**src/rtl/axi_lite_gpio_slave.sv**
```systemverilog
// AXI4-Lite GPIO slave: OUT/OE/IN registers plus SET/CLR write aliases.
// The write and read channels run as independent two-process FSMs; every
// handshake and response signal is driven straight from a register.
module axi_lite_gpio_slave #(
    parameter int ADDR_W = 8,
    parameter int GPIO_W = 16
) (
    input  logic              aclk,
    input  logic              areset,
    input  logic [ADDR_W-1:0] s_awaddr,
    input  logic              s_awvalid,
    output logic              s_awready,
    input  logic [31:0]       s_wdata,
    input  logic [3:0]        s_wstrb,
    input  logic              s_wvalid,
    output logic              s_wready,
    output logic [1:0]        s_bresp,
    output logic              s_bvalid,
    input  logic              s_bready,
    input  logic [ADDR_W-1:0] s_araddr,
    input  logic              s_arvalid,
    output logic              s_arready,
    output logic [31:0]       s_rdata,
    output logic [1:0]        s_rresp,
    output logic              s_rvalid,
    input  logic              s_rready,
    input  logic [GPIO_W-1:0] gpio_in,
    output logic [GPIO_W-1:0] gpio_out,
    output logic [GPIO_W-1:0] gpio_oe
);

    typedef enum logic [1:0] {
        W_IDLE    = 2'b00,
        W_HAVE_AW = 2'b01,
        W_HAVE_W  = 2'b10,
        W_RESP    = 2'b11
    } w_state_t;

    typedef enum logic {
        R_IDLE = 1'b0,
        R_DATA = 1'b1
    } r_state_t;

    localparam logic [2:0] OFF_OUT = 3'd0;
    localparam logic [2:0] OFF_OE  = 3'd1;
    localparam logic [2:0] OFF_IN  = 3'd2;
    localparam logic [2:0] OFF_SET = 3'd3;
    localparam logic [2:0] OFF_CLR = 3'd4;

    localparam logic [1:0] RESP_OKAY   = 2'b00;
    localparam logic [1:0] RESP_SLVERR = 2'b10;

    // Expand the four byte strobes into a 32-bit lane mask.
    function automatic logic [31:0] strb_to_mask(input logic [3:0] strb);
        logic [31:0] m;
        m = 32'h0000_0000;
        for (int i = 0; i < 4; i++) begin
            if (strb[i]) begin
                m[8*i +: 8] = 8'hFF;
            end
        end
        return m;
    endfunction

    // Zero-extend a GPIO-wide value onto the 32-bit data bus.
    function automatic logic [31:0] zext(input logic [GPIO_W-1:0] v);
        logic [31:0] t;
        t = 32'h0000_0000;
        t[GPIO_W-1:0] = v;
        return t;
    endfunction

    // OUT, OE, SET and CLR are the only writable offsets.
    function automatic logic [1:0] wr_resp(input logic [2:0] off);
        logic [1:0] r;
        case (off)
            OFF_OUT, OFF_OE, OFF_SET, OFF_CLR: r = RESP_OKAY;
            default:                           r = RESP_SLVERR;
        endcase
        return r;
    endfunction

    w_state_t          r_wstate;
    w_state_t          w_wstate_nxt;
    r_state_t          r_rstate;
    r_state_t          w_rstate_nxt;

    logic              r_awready;
    logic              r_wready;
    logic              r_bvalid;
    logic [1:0]        r_bresp;
    logic [2:0]        r_aw_off;
    logic [31:0]       r_wdata;
    logic [3:0]        r_wstrb;

    logic              r_arready;
    logic              r_rvalid;
    logic [31:0]       r_rdata;
    logic [1:0]        r_rresp;

    logic [GPIO_W-1:0] r_out;
    logic [GPIO_W-1:0] r_oe;
    logic [GPIO_W-1:0] r_sync1;
    logic [GPIO_W-1:0] r_sync2;

    logic              w_aw_hs;
    logic              w_w_hs;
    logic              w_ar_hs;
    logic              w_commit;
    logic [2:0]        w_cmt_off;
    logic [31:0]       w_cmt_data;
    logic [3:0]        w_cmt_strb;
    logic [31:0]       w_byte_mask;
    logic [GPIO_W-1:0] w_lane;
    logic [GPIO_W-1:0] w_wbits;
    logic [GPIO_W-1:0] w_out_nxt;
    logic [GPIO_W-1:0] w_oe_nxt;
    logic [31:0]       w_rd_data;
    logic [1:0]        w_rd_resp;
    logic              w_unused;

    assign w_aw_hs = s_awvalid & r_awready;
    assign w_w_hs  = s_wvalid & r_wready;
    assign w_ar_hs = s_arvalid & r_arready;

    // A channel handshaking on the commit edge supplies its value directly;
    // otherwise the earlier captured copy is used.
    assign w_cmt_off   = w_aw_hs ? s_awaddr[4:2] : r_aw_off;
    assign w_cmt_data  = w_w_hs ? s_wdata : r_wdata;
    assign w_cmt_strb  = w_w_hs ? s_wstrb : r_wstrb;
    assign w_byte_mask = strb_to_mask(w_cmt_strb);
    assign w_lane      = w_byte_mask[GPIO_W-1:0];
    assign w_wbits     = w_cmt_data[GPIO_W-1:0] & w_lane;

    // Address bits outside [4:2] and data bits above GPIO_W are don't-care.
    assign w_unused = ^{s_awaddr, s_araddr, w_cmt_data, w_byte_mask};

    // Write FSM next state; the commit fires on the edge both halves are held.
    always_comb begin
        w_wstate_nxt = r_wstate;
        w_commit     = 1'b0;
        case (r_wstate)
            W_IDLE: begin
                if (w_aw_hs && w_w_hs) begin
                    w_wstate_nxt = W_RESP;
                    w_commit     = 1'b1;
                end else if (w_aw_hs) begin
                    w_wstate_nxt = W_HAVE_AW;
                end else if (w_w_hs) begin
                    w_wstate_nxt = W_HAVE_W;
                end else begin
                    w_wstate_nxt = W_IDLE;
                end
            end
            W_HAVE_AW: begin
                if (w_w_hs) begin
                    w_wstate_nxt = W_RESP;
                    w_commit     = 1'b1;
                end else begin
                    w_wstate_nxt = W_HAVE_AW;
                end
            end
            W_HAVE_W: begin
                if (w_aw_hs) begin
                    w_wstate_nxt = W_RESP;
                    w_commit     = 1'b1;
                end else begin
                    w_wstate_nxt = W_HAVE_W;
                end
            end
            W_RESP: begin
                if (s_bready) begin
                    w_wstate_nxt = W_IDLE;
                end else begin
                    w_wstate_nxt = W_RESP;
                end
            end
            default: begin
                w_wstate_nxt = W_IDLE;
            end
        endcase
    end

    // Write FSM state, registered handshake outputs and captured AW/W halves.
    always_ff @(posedge aclk) begin
        if (areset) begin
            r_wstate  <= W_IDLE;
            r_awready <= 1'b0;
            r_wready  <= 1'b0;
            r_bvalid  <= 1'b0;
            r_bresp   <= 2'b00;
            r_aw_off  <= 3'd0;
            r_wdata   <= 32'h0000_0000;
            r_wstrb   <= 4'h0;
        end else begin
            r_wstate  <= w_wstate_nxt;
            r_awready <= (w_wstate_nxt == W_IDLE) || (w_wstate_nxt == W_HAVE_W);
            r_wready  <= (w_wstate_nxt == W_IDLE) || (w_wstate_nxt == W_HAVE_AW);
            r_bvalid  <= (w_wstate_nxt == W_RESP);
            if (w_aw_hs) begin
                r_aw_off <= s_awaddr[4:2];
            end
            if (w_w_hs) begin
                r_wdata <= s_wdata;
                r_wstrb <= s_wstrb;
            end
            if (w_commit) begin
                r_bresp <= wr_resp(w_cmt_off);
            end
        end
    end

    // Next OUT/OE values for a committing write; IN and unmapped are no-ops.
    always_comb begin
        w_out_nxt = r_out;
        w_oe_nxt  = r_oe;
        if (w_commit) begin
            case (w_cmt_off)
                OFF_OUT: w_out_nxt = (r_out & ~w_lane) | w_wbits;
                OFF_OE:  w_oe_nxt  = (r_oe & ~w_lane) | w_wbits;
                OFF_SET: w_out_nxt = r_out | w_wbits;
                OFF_CLR: w_out_nxt = r_out & ~w_wbits;
                default: begin
                    w_out_nxt = r_out;
                    w_oe_nxt  = r_oe;
                end
            endcase
        end else begin
            w_out_nxt = r_out;
            w_oe_nxt  = r_oe;
        end
    end

    // OUT and OE storage, which drive the pins directly.
    always_ff @(posedge aclk) begin
        if (areset) begin
            r_out <= '0;
            r_oe  <= '0;
        end else begin
            r_out <= w_out_nxt;
            r_oe  <= w_oe_nxt;
        end
    end

    // Two-flop synchronizer for the asynchronous pin inputs.
    always_ff @(posedge aclk) begin
        if (areset) begin
            r_sync1 <= '0;
            r_sync2 <= '0;
        end else begin
            r_sync1 <= gpio_in;
            r_sync2 <= r_sync1;
        end
    end

    // Read data mux; uses current register values so a same-edge write is not seen.
    always_comb begin
        w_rd_data = 32'h0000_0000;
        w_rd_resp = RESP_OKAY;
        case (s_araddr[4:2])
            OFF_OUT: w_rd_data = zext(r_out);
            OFF_OE:  w_rd_data = zext(r_oe);
            OFF_IN:  w_rd_data = zext(r_sync2);
            OFF_SET, OFF_CLR: begin
                w_rd_data = 32'h0000_0000;
                w_rd_resp = RESP_OKAY;
            end
            default: begin
                w_rd_data = 32'h0000_0000;
                w_rd_resp = RESP_SLVERR;
            end
        endcase
    end

    // Read FSM next state.
    always_comb begin
        w_rstate_nxt = r_rstate;
        case (r_rstate)
            R_IDLE: begin
                if (w_ar_hs) begin
                    w_rstate_nxt = R_DATA;
                end else begin
                    w_rstate_nxt = R_IDLE;
                end
            end
            R_DATA: begin
                if (s_rready) begin
                    w_rstate_nxt = R_IDLE;
                end else begin
                    w_rstate_nxt = R_DATA;
                end
            end
            default: begin
                w_rstate_nxt = R_IDLE;
            end
        endcase
    end

    // Read FSM state, registered handshakes and the held read response.
    always_ff @(posedge aclk) begin
        if (areset) begin
            r_rstate  <= R_IDLE;
            r_arready <= 1'b0;
            r_rvalid  <= 1'b0;
            r_rdata   <= 32'h0000_0000;
            r_rresp   <= 2'b00;
        end else begin
            r_rstate  <= w_rstate_nxt;
            r_arready <= (w_rstate_nxt == R_IDLE);
            r_rvalid  <= (w_rstate_nxt == R_DATA);
            if (w_ar_hs) begin
                r_rdata <= w_rd_data;
                r_rresp <= w_rd_resp;
            end
        end
    end

    assign s_awready = r_awready;
    assign s_wready  = r_wready;
    assign s_bvalid  = r_bvalid;
    assign s_bresp   = r_bresp;
    assign s_arready = r_arready;
    assign s_rvalid  = r_rvalid;
    assign s_rdata   = r_rdata;
    assign s_rresp   = r_rresp;
    assign gpio_out  = r_out;
    assign gpio_oe   = r_oe;

endmodule

```
**config.mk**
```make
export PLATFORM = sky130hd
export DESIGN_NAME = axi_lite_gpio_slave
export DESIGN_NICKNAME = d
export VERILOG_FILES = /design/src/rtl/axi_lite_gpio_slave.sv
export SDC_FILE = /design/constraint.sdc
export NUM_CORES = 1
export LEC_CHECK = 0
export BUFFER_PORTS_ARGS = -buffer_cell sky130_fd_sc_hd__buf_2
export CAP_MARGIN = 20
export CORE_ASPECT_RATIO = 0.75
export CORE_MARGIN = 1
export CORE_UTILIZATION = 50
export DETAILED_ROUTE_END_ITERATION = 12
export HOLD_SLACK_MARGIN = 0.02
export PLACE_DENSITY = 0.85
export SLEW_MARGIN = 15
export SYNTH_ARGS = -nofsm -noshare
export SYNTH_HDL_FRONTEND = slang
export SYNTH_SLANG_ARGS = --single-unit
```
**constraint.sdc**
```tcl
create_clock -name aclk -period 2.1 [get_ports aclk]
set_input_delay 0.21 -clock aclk [delete_from_list [all_inputs] [get_ports aclk]]
set_output_delay 0.21 -clock aclk [all_outputs]
set_load 0.005 [all_outputs]
```
Yosys cells after proc, flatten, opt, wreduce, memory -nomap -nowiden

Cells that the tools add are included.
W data, S select, Z words.

Output and inout port bits: 73
Register bits: 128

Eq/ne operators: 13
Bitwise logic cells: 14
Multiplexer cells: 23
Reductions and logical operators: 12

Operators with widths:

| cell                 | count |
|---|---|
| $pmux W16 S3         | 2 |
| $and A16 B16 Y16     | 4 |
| $or A16 B16 Y16      | 3 |
| $not A16 Y16         | 2 |
| $mux W16             | 1 |
| $mux W2              | 8 |
| $mux W8              | 2 |
| $eq A3 B2 Y1 const B | 3 |
| $eq A2 B2 Y1 const B | 4 |
| $pmux W2 S4          | 1 |
| $eq A3 B1 Y1 const B | 2 |
| $eq A3 B3 Y1 const B | 2 |
| $logic_not A3 Y1     | 2 |
| $mux W1              | 6 |
| $reduce_or A5 Y1     | 1 |
| $eq A2 B1 Y1 const B | 2 |
| $logic_not A2 Y1     | 2 |
| $reduce_and A2 Y1    | 2 |
| $reduce_or A4 Y1     | 1 |
| $and A1 B1 Y1        | 3 |
| $mux W3              | 1 |
| $pmux W1 S3          | 1 |
| $reduce_bool A3 Y1   | 1 |
| $logic_or A1 B1 Y1   | 2 |
| 3 further kinds      | 4 |

Depth between registers and ports, before layout

Gate-level depths: netlist of run 1.

Depth in word-level cells: 7
Gate-level depth with buffers: 8

Worst setup path after synthesis of run 1

OpenSTA, ideal clock, no wires.

Path type: register -> register
Start point: register r_awready (netlist: s_awready)
End point: register with a tool-made name
Arrival time: 1.676 ns
Path buffers: 1
Library setup time: 0.079 ns
Setup slack: 0.345 ns
Stages on the path, launching flop included: 7
Clock period less this slack: 1.755 ns
Cell sequence: dfxtp_1 > nand2_4 > mux2_4 > nor4_4 > buf_6 > nor2_1 > a211oi_2

RTL lines:

| element                | RTL line | RTL |
|---|---|---|
| from (decl)            | 88       | `logic r_awready;` |
| from (signal assigned) | 197      | `r_awready <= (w_wstate_nxt == W_IDLE) \|\| (w_wstate_nxt == W_HAVE_W);` |

==> results.tsv, run 1 <==
metric	value	unit
total grt overflow	0	
sequential area share after synthesis	0.508	
Syn Inst Count	440	
min cycle time layout	1.91	ns
RR Startpoint	s_awready	
internal power	3140	uW
Slew headroom	0.506	
number of flops mapped to enable cells by yosys	0	
Static Leak	0.00227	uW
fraction of layout cells with a size suffix above 1	0.272	
flops & latches, synth	110	
DIE AREA	9060	um2
clock latency on the worst-skew pair	0.35	ns
synthesis-to-finish area growth	19.9	%
peak supply drop	0.000532	V
# fillers	692	
Sequential Power Share	0.514	
ant diodes	0	
outcome	finished clean	
clock power share	0.399	
Syn. warnings	0	
CORE AREA	8420	um2
first-pass GRT wire length	15.3	mm
arrival time of the worst setup path	2.16	ns
Sw Share	0.257	
post-DR vias/cell	5.33	
Pwr Density	812	nW/um2
hold path cells	2	
post-synthesis cell type count	34	
Final Slew Violations	0	
R2R setup slack	0.19	ns
Hold Path Class	in2reg	
maxcap violations	0	
largest net degree at the start of global routing	81	
first-pass iteration count of the detailed router	5	
slew at the pin closest to its max-slew limit	0.741	ns
fin nets	611	
Num Clock Sinks	110	
count leader, synth	dfxtp_1	
Post-Syn Area per Cell	9.86	um2
Resize count post-CTS	0	
Max Root-Sink Buffers	2	
setup TNS	0	ns
vias	3457	
htree depth	3	
P_sw	1080	uW
Critical Path RT	2.34	ns
Layout Skew	0.00876	ns
vias in the first global route	3170	
Post-Syn Area	4340	um2
DRT antenna net count	0	
# DRC	0	
clock root buffer master	clkbuf_16	
ys async rst share	0	
IO Port Bufs	101	
DP Wirelength	6.95	mm
Comb power frac	0.087	
DR WL/cell	15.0	um
CTS buffer count	9	
TritonCTS clock tree	done	
I/O pins	148	
final WL	9.71	mm
setup repair after global routing missed its margin	false	
Worst-path clk slew	0.08	ns
Crit Path Category	reg2reg	
Hold Startpoint	gpio_in[4]	
Synth area leader	dfxtp_1	
Setup Viol. Count Final	0	
Die X	110	um
Synth top area share	0.508	
post-CTS setup buffer count	0	
CP Max Fanout	16	
CP Launch Point	s_awready	
CP Launch Type	flop	
initial DRC count	164	
fin crit share	0.910	
Initial Util	0.515	
Die Y	82.7	um
Max Clock Freq	0.523	GHz
routability cong.	0.856	
row count	29	
Hold Vio Cnt, Final	0	
Pwr Total	4220	uW
Post-Layout Inst Area	5200	um2
initial antenna violation count	0	
commonest cells in the netlist	dfxtp_1 (110), nor2_1 (59), mux2i_1 (38)	
CP endpoint kind	flop	
cells taking the most area after synthesis	dfxtp_1 (51%), mux2i_1 (8.8%), a211oi_1 (5.2%), nor2b_1 (5.2%), nor2_1 (5.1%)	
post-placement cell area	4900	um2
worst r2r path cells	6	
Top FF cell, synth	dfxtp_1	
# hold bufs at CTS	0	
total track usage	0.225	
==> power by group through the flow <==
stage / clock [uW] / combinational, uW / sequential, uW
floorplan: 0 / 267 / 2220
global placement: 0 / 357 / 2220
detailed placement: 0 / 367 / 2220
CTS: 1710 / 368 / 2170
global route: 1800 / 407 / 2180
finish: 1680 / 369 / 2170
==> worst max-delay path, stage by stage (launching register included) <==
cell and delay (ns):
dfxtp_1 0.44, nand2_4 0.14, mux2_4 0.36, nor4_4 0.26, buf_4 0.26, nor2_1 0.06, a211oi_1 0.29
==> area by class of cell <==
cell class | count | area, um2 | share of cell area
inverters | 1 | 3.75 | 0.000722
multi-input cells | 296 | 1920 | 0.370
clock buffers | 9 | 225 | 0.0433
flip-flops and latches | 110 | 2200 | 0.423
repair buffers | 118 | 636 | 0.122
clock inverters | 7 | 76.3 | 0.0147
well taps | 108 | 135 | 0.0260
==> placed cells by master (no fill, tap or decap), types with 2 or more instances in the layout <==
master,instances
mux2i_1,38
buf_2,100
conb_1,18
clkinv_8,2
nor2_1,59
nand2b_1,20
inv_6,5
nor2b_1,36
a211oi_2,5
clkbuf_16,9
o22ai_1,2
a22oi_1,16
o21ai_0,17
a21oi_1,5
dfxtp_1,110
nor4_4,2
nand3_1,2
a211oi_1,29
buf_4,18
o32ai_1,16
nand2_1,19
==> worst min-delay path by stage <==
stage	end	slack (ns)
3_3_place_gp	r_sync1[4]	0.42
3_5_place_dp	r_sync1[10]	0.42
6_report	r_sync1[4]	0.06
4_1_cts	r_sync1[10]	0.06
2_1_floorplan	r_sync1[0]	0.34
5_1_grt	r_sync1[8]	0.07
==> cell families after synthesis <==
group | synth area share
simple gates | 0.168
compound gates | 0.165
flops | 0.508
other cells | 0.000864
buf+inv | 0.0649
mux | 0.0937
==> layer usage <==
metal	wire length, um	share of wire	track usage	up-vias
met3	698	0.072	0.0659	14
met1	4220	0.43	0.271	1622
met5	0	0	0	-
met4	142	0.015	0.0693	0
met2	4650	0.48	0.390	123
li1	-	-	-	1698
==> metrics by stage <==
| step | instances | setup slack (ns) | hold WS [ns] | utilization |
|---|---|---|---|---|
| 2_1_floorplan | 457 | 0.345 | 0.338 | - |
| 3_3_place_gp | 633 | 0.352 | 0.416 | 0.582 |
| 3_5_place_dp | 633 | 0.236 | 0.423 | 0.582 |
| 4_1_cts | 649 | 0.200 | 0.0559 | 0.618 |
| 5_1_grt | 649 | 0.103 | 0.0667 | 0.618 |
| 6_report | 649 | 0.189 | 0.0592 | 0.618 |
Power figures use the tool's default switching activity.
==> run 2, diff against run 1 <==
--- a/config.mk
+++ b/config.mk
@@ -10,9 +10,11 @@
 export CORE_ASPECT_RATIO = 0.75
 export CORE_MARGIN = 1
 export CORE_UTILIZATION = 50
+export CTS_CLUSTER_SIZE = 28
 export DETAILED_ROUTE_END_ITERATION = 12
 export HOLD_SLACK_MARGIN = 0.02
 export PLACE_DENSITY = 0.85
+export RECOVER_POWER = 100
 export SLEW_MARGIN = 15
 export SYNTH_ARGS = -nofsm -noshare
 export SYNTH_HDL_FRONTEND = slang
==> constraint.sdc (replaced) <==
create_clock -name aclk -period 2.1 [get_ports aclk]
set_input_delay 0 -clock aclk [delete_from_list [all_inputs] [get_ports aclk]]
set_output_delay 0 -clock aclk [all_outputs]
set_load 0.005 [all_outputs]
==> results.tsv, run 2 (synthesized netlist as in run 1, its figures left out) <==
metric	value	unit	change
Max Clock Freq	0.518	GHz	was 0.523 GHz
synthesis-to-finish area growth	25.3	%	was 19.9%
Hold Vio Cnt, Final	0		unchanged
total grt overflow	0		unchanged
CTS buffer count	9		unchanged
Setup Viol. Count Final	0		unchanged
Worst-path clk slew	0.07	ns	was 0.08 ns
slew at the pin closest to its max-slew limit	0.971	ns	was 0.741 ns
Reg-to-Reg End	gpio_out[15]		
Die Y	82.7	um	unchanged
row count	29		unchanged
vias in the first global route	3451		was 3,170
fin nets	645		was 611
Initial Util	0.515		unchanged
Placed Cells incl. Taps	631		was 633
CORE AREA	8420	um2	unchanged
I/O pins	148		unchanged
critical path, cell by cell	nand2_2 > mux2i_1 > nand2b_1 > clkbuf_1 > a211oi_1 > o32ai_1		was nand2_4 > mux2_4 > nor4_4 > buf_4 > nor2_1 > a211oi_1
DRT antenna net count	0		unchanged
total track usage	0.241		was 0.225
DIE AREA	9060	um2	unchanged
ant diodes	0		unchanged
DP Wirelength	7.11	mm	was 6.95 mm
Worst path max stage delay	0.40	ns	was 0.44 ns
Static Leak	0.00221	uW	was 0.00227 uW
peak supply drop	0.000558	V	was 0.000532 V
first-pass GRT wire length	16.4	mm	was 15.3 mm
initial antenna violation count	0		unchanged
IO Port Bufs	101		unchanged
R2R setup slack	0.17	ns	was 0.19 ns
CP top delay family	simple AND/OR/NAND/NOR gates		unchanged
Max Root-Sink Buffers	2		unchanged
outcome	finished clean		unchanged
htree depth	3		unchanged
commonest non-fill, non-tap cell in the layout	dfxtp_1		unchanged
post-CTS setup buffer count	0		unchanged
# DRC	0		unchanged
setup TNS	0	ns	unchanged
clock root buffer master	clkbuf_16		unchanged
min cycle time layout	1.93	ns	was 1.91 ns
Hold Path Sink	r_wdata[14]		was r_sync1[4]
first-pass iteration count of the detailed router	4		was 5
Pwr Total	4270	uW	was 4220 uW
# fillers	691		was 692
largest net degree at the start of global routing	91		was 81
Layout Skew	0.00836	ns	was 0.00876 ns
arrival time of the worst setup path	2.16	ns	about the same
Final Slew Violations	0		unchanged
maxcap violations	0		unchanged
fin crit share	0.919		was 0.910
post-route insts no fill	683		was 649
CP Launch Type	flop		unchanged
TritonCTS clock tree	done		unchanged
Hold Startpoint	s_wdata[14]		was gpio_in[4]
CP bufs+invs	1		unchanged
Critical Path RT	2.33	ns	was 2.34 ns
final WL	10.7	mm	was 9.71 mm
CP endpoint kind	flop		unchanged
routability cong.	0.868		was 0.856
commonest cells after routing, fill and taps aside	dfxtp_1 (110), buf_2 (61), nor2_1 (59)		was dfxtp_1 (110), buf_2 (100), nor2_1 (59)
post-DR vias/cell	5.31		was 5.33
Pwr Density	786	nW/um2	was 812 nW/um2
clock latency on the worst-skew pair	0.34	ns	was 0.35 ns
CP Max Fanout	10		was 16
Hold Path Class	in2reg		unchanged
Slew headroom	0.353		was 0.506
DR WL/cell	15.7	um	was 15.0 um
Die X	110	um	unchanged
initial DRC count	187		was 164
worst r2r path cells	6		unchanged
vias	3628		was 3,457
fraction of layout cells with a size suffix above 1	0.169		was 0.272
RR Startpoint	s_wready		was s_awready
setup repair after global routing missed its margin	false		unchanged
Crit Path Category	reg2reg		unchanged
hold path cells	3		was 2
Num Clock Sinks	110		unchanged
Slowest-stage cell, CP	mux2i_1		was dfxtp_1
## run 2: power breakdown
| group | switching, uW | internal [uW] |
|---|---|---|
| Combinational | 234 | 180 |
| Clock | 755 | 929 |
| Sequential | 26.0 | 2150 |
## run 2: area by class of cell
type                    count  area (um2)  area share
flip-flops and latches    110        2200       0.405
multi-input cells         296        1890       0.347
repair buffers            152         910       0.167
clock buffers               9         225      0.0414
well taps                 108         135      0.0249
clock inverters             7        72.6      0.0133
inverters                   1        3.75    0.000690
## run 2: worst register-to-register path: stages (launching register included)
cell	delay, ns
dfxtp_1	0.33
nand2_2	0.30
mux2i_1	0.40
nand2b_1	0.18
clkbuf_1	0.36
a211oi_1	0.10
o32ai_1	0.16
## run 2: per-stage QoR
stage	worst slack [ns]	area, um2	util	hold slack [ns]
floorplan	0.345	4400	-	0.128
global placement	0.324	4880	0.580	0.207
detailed placement	0.224	4880	0.580	0.214
CTS	0.190	5540	0.658	0.0246
global route	0.0665	5440	0.646	0.0434
finish	0.170	5440	0.646	0.0393
## run 2: metal layers
layer | share of wire | global-route usage
met2 | 0.51 | 0.438
met5 | 0 | 0
met4 | 0.014 | 0.0947
met3 | 0.063 | 0.0604
met1 | 0.41 | 0.275
## run 2: worst max path at each step
stage | startpoint | to | slack (ns) | depth (start not counted)
6_report | s_wready | gpio_out[15] | 0.17 | 6
5_1_grt | s_wready | gpio_out[15] | 0.07 | 6
4_1_cts | s_awready | flop | 0.19 | 6
3_5_place_dp | s_awready | flop | 0.22 | 6
3_3_place_gp | s_wready | gpio_out[1] | 0.32 | 5
2_1_floorplan | s_awready | flop | 0.34 | 6
## run 2: timing repair
action | in CTS | in global routing
gates resized for setup | 0 | 0
hold endpoints to repair | 38 | 0
hold buffers | 36 | 0
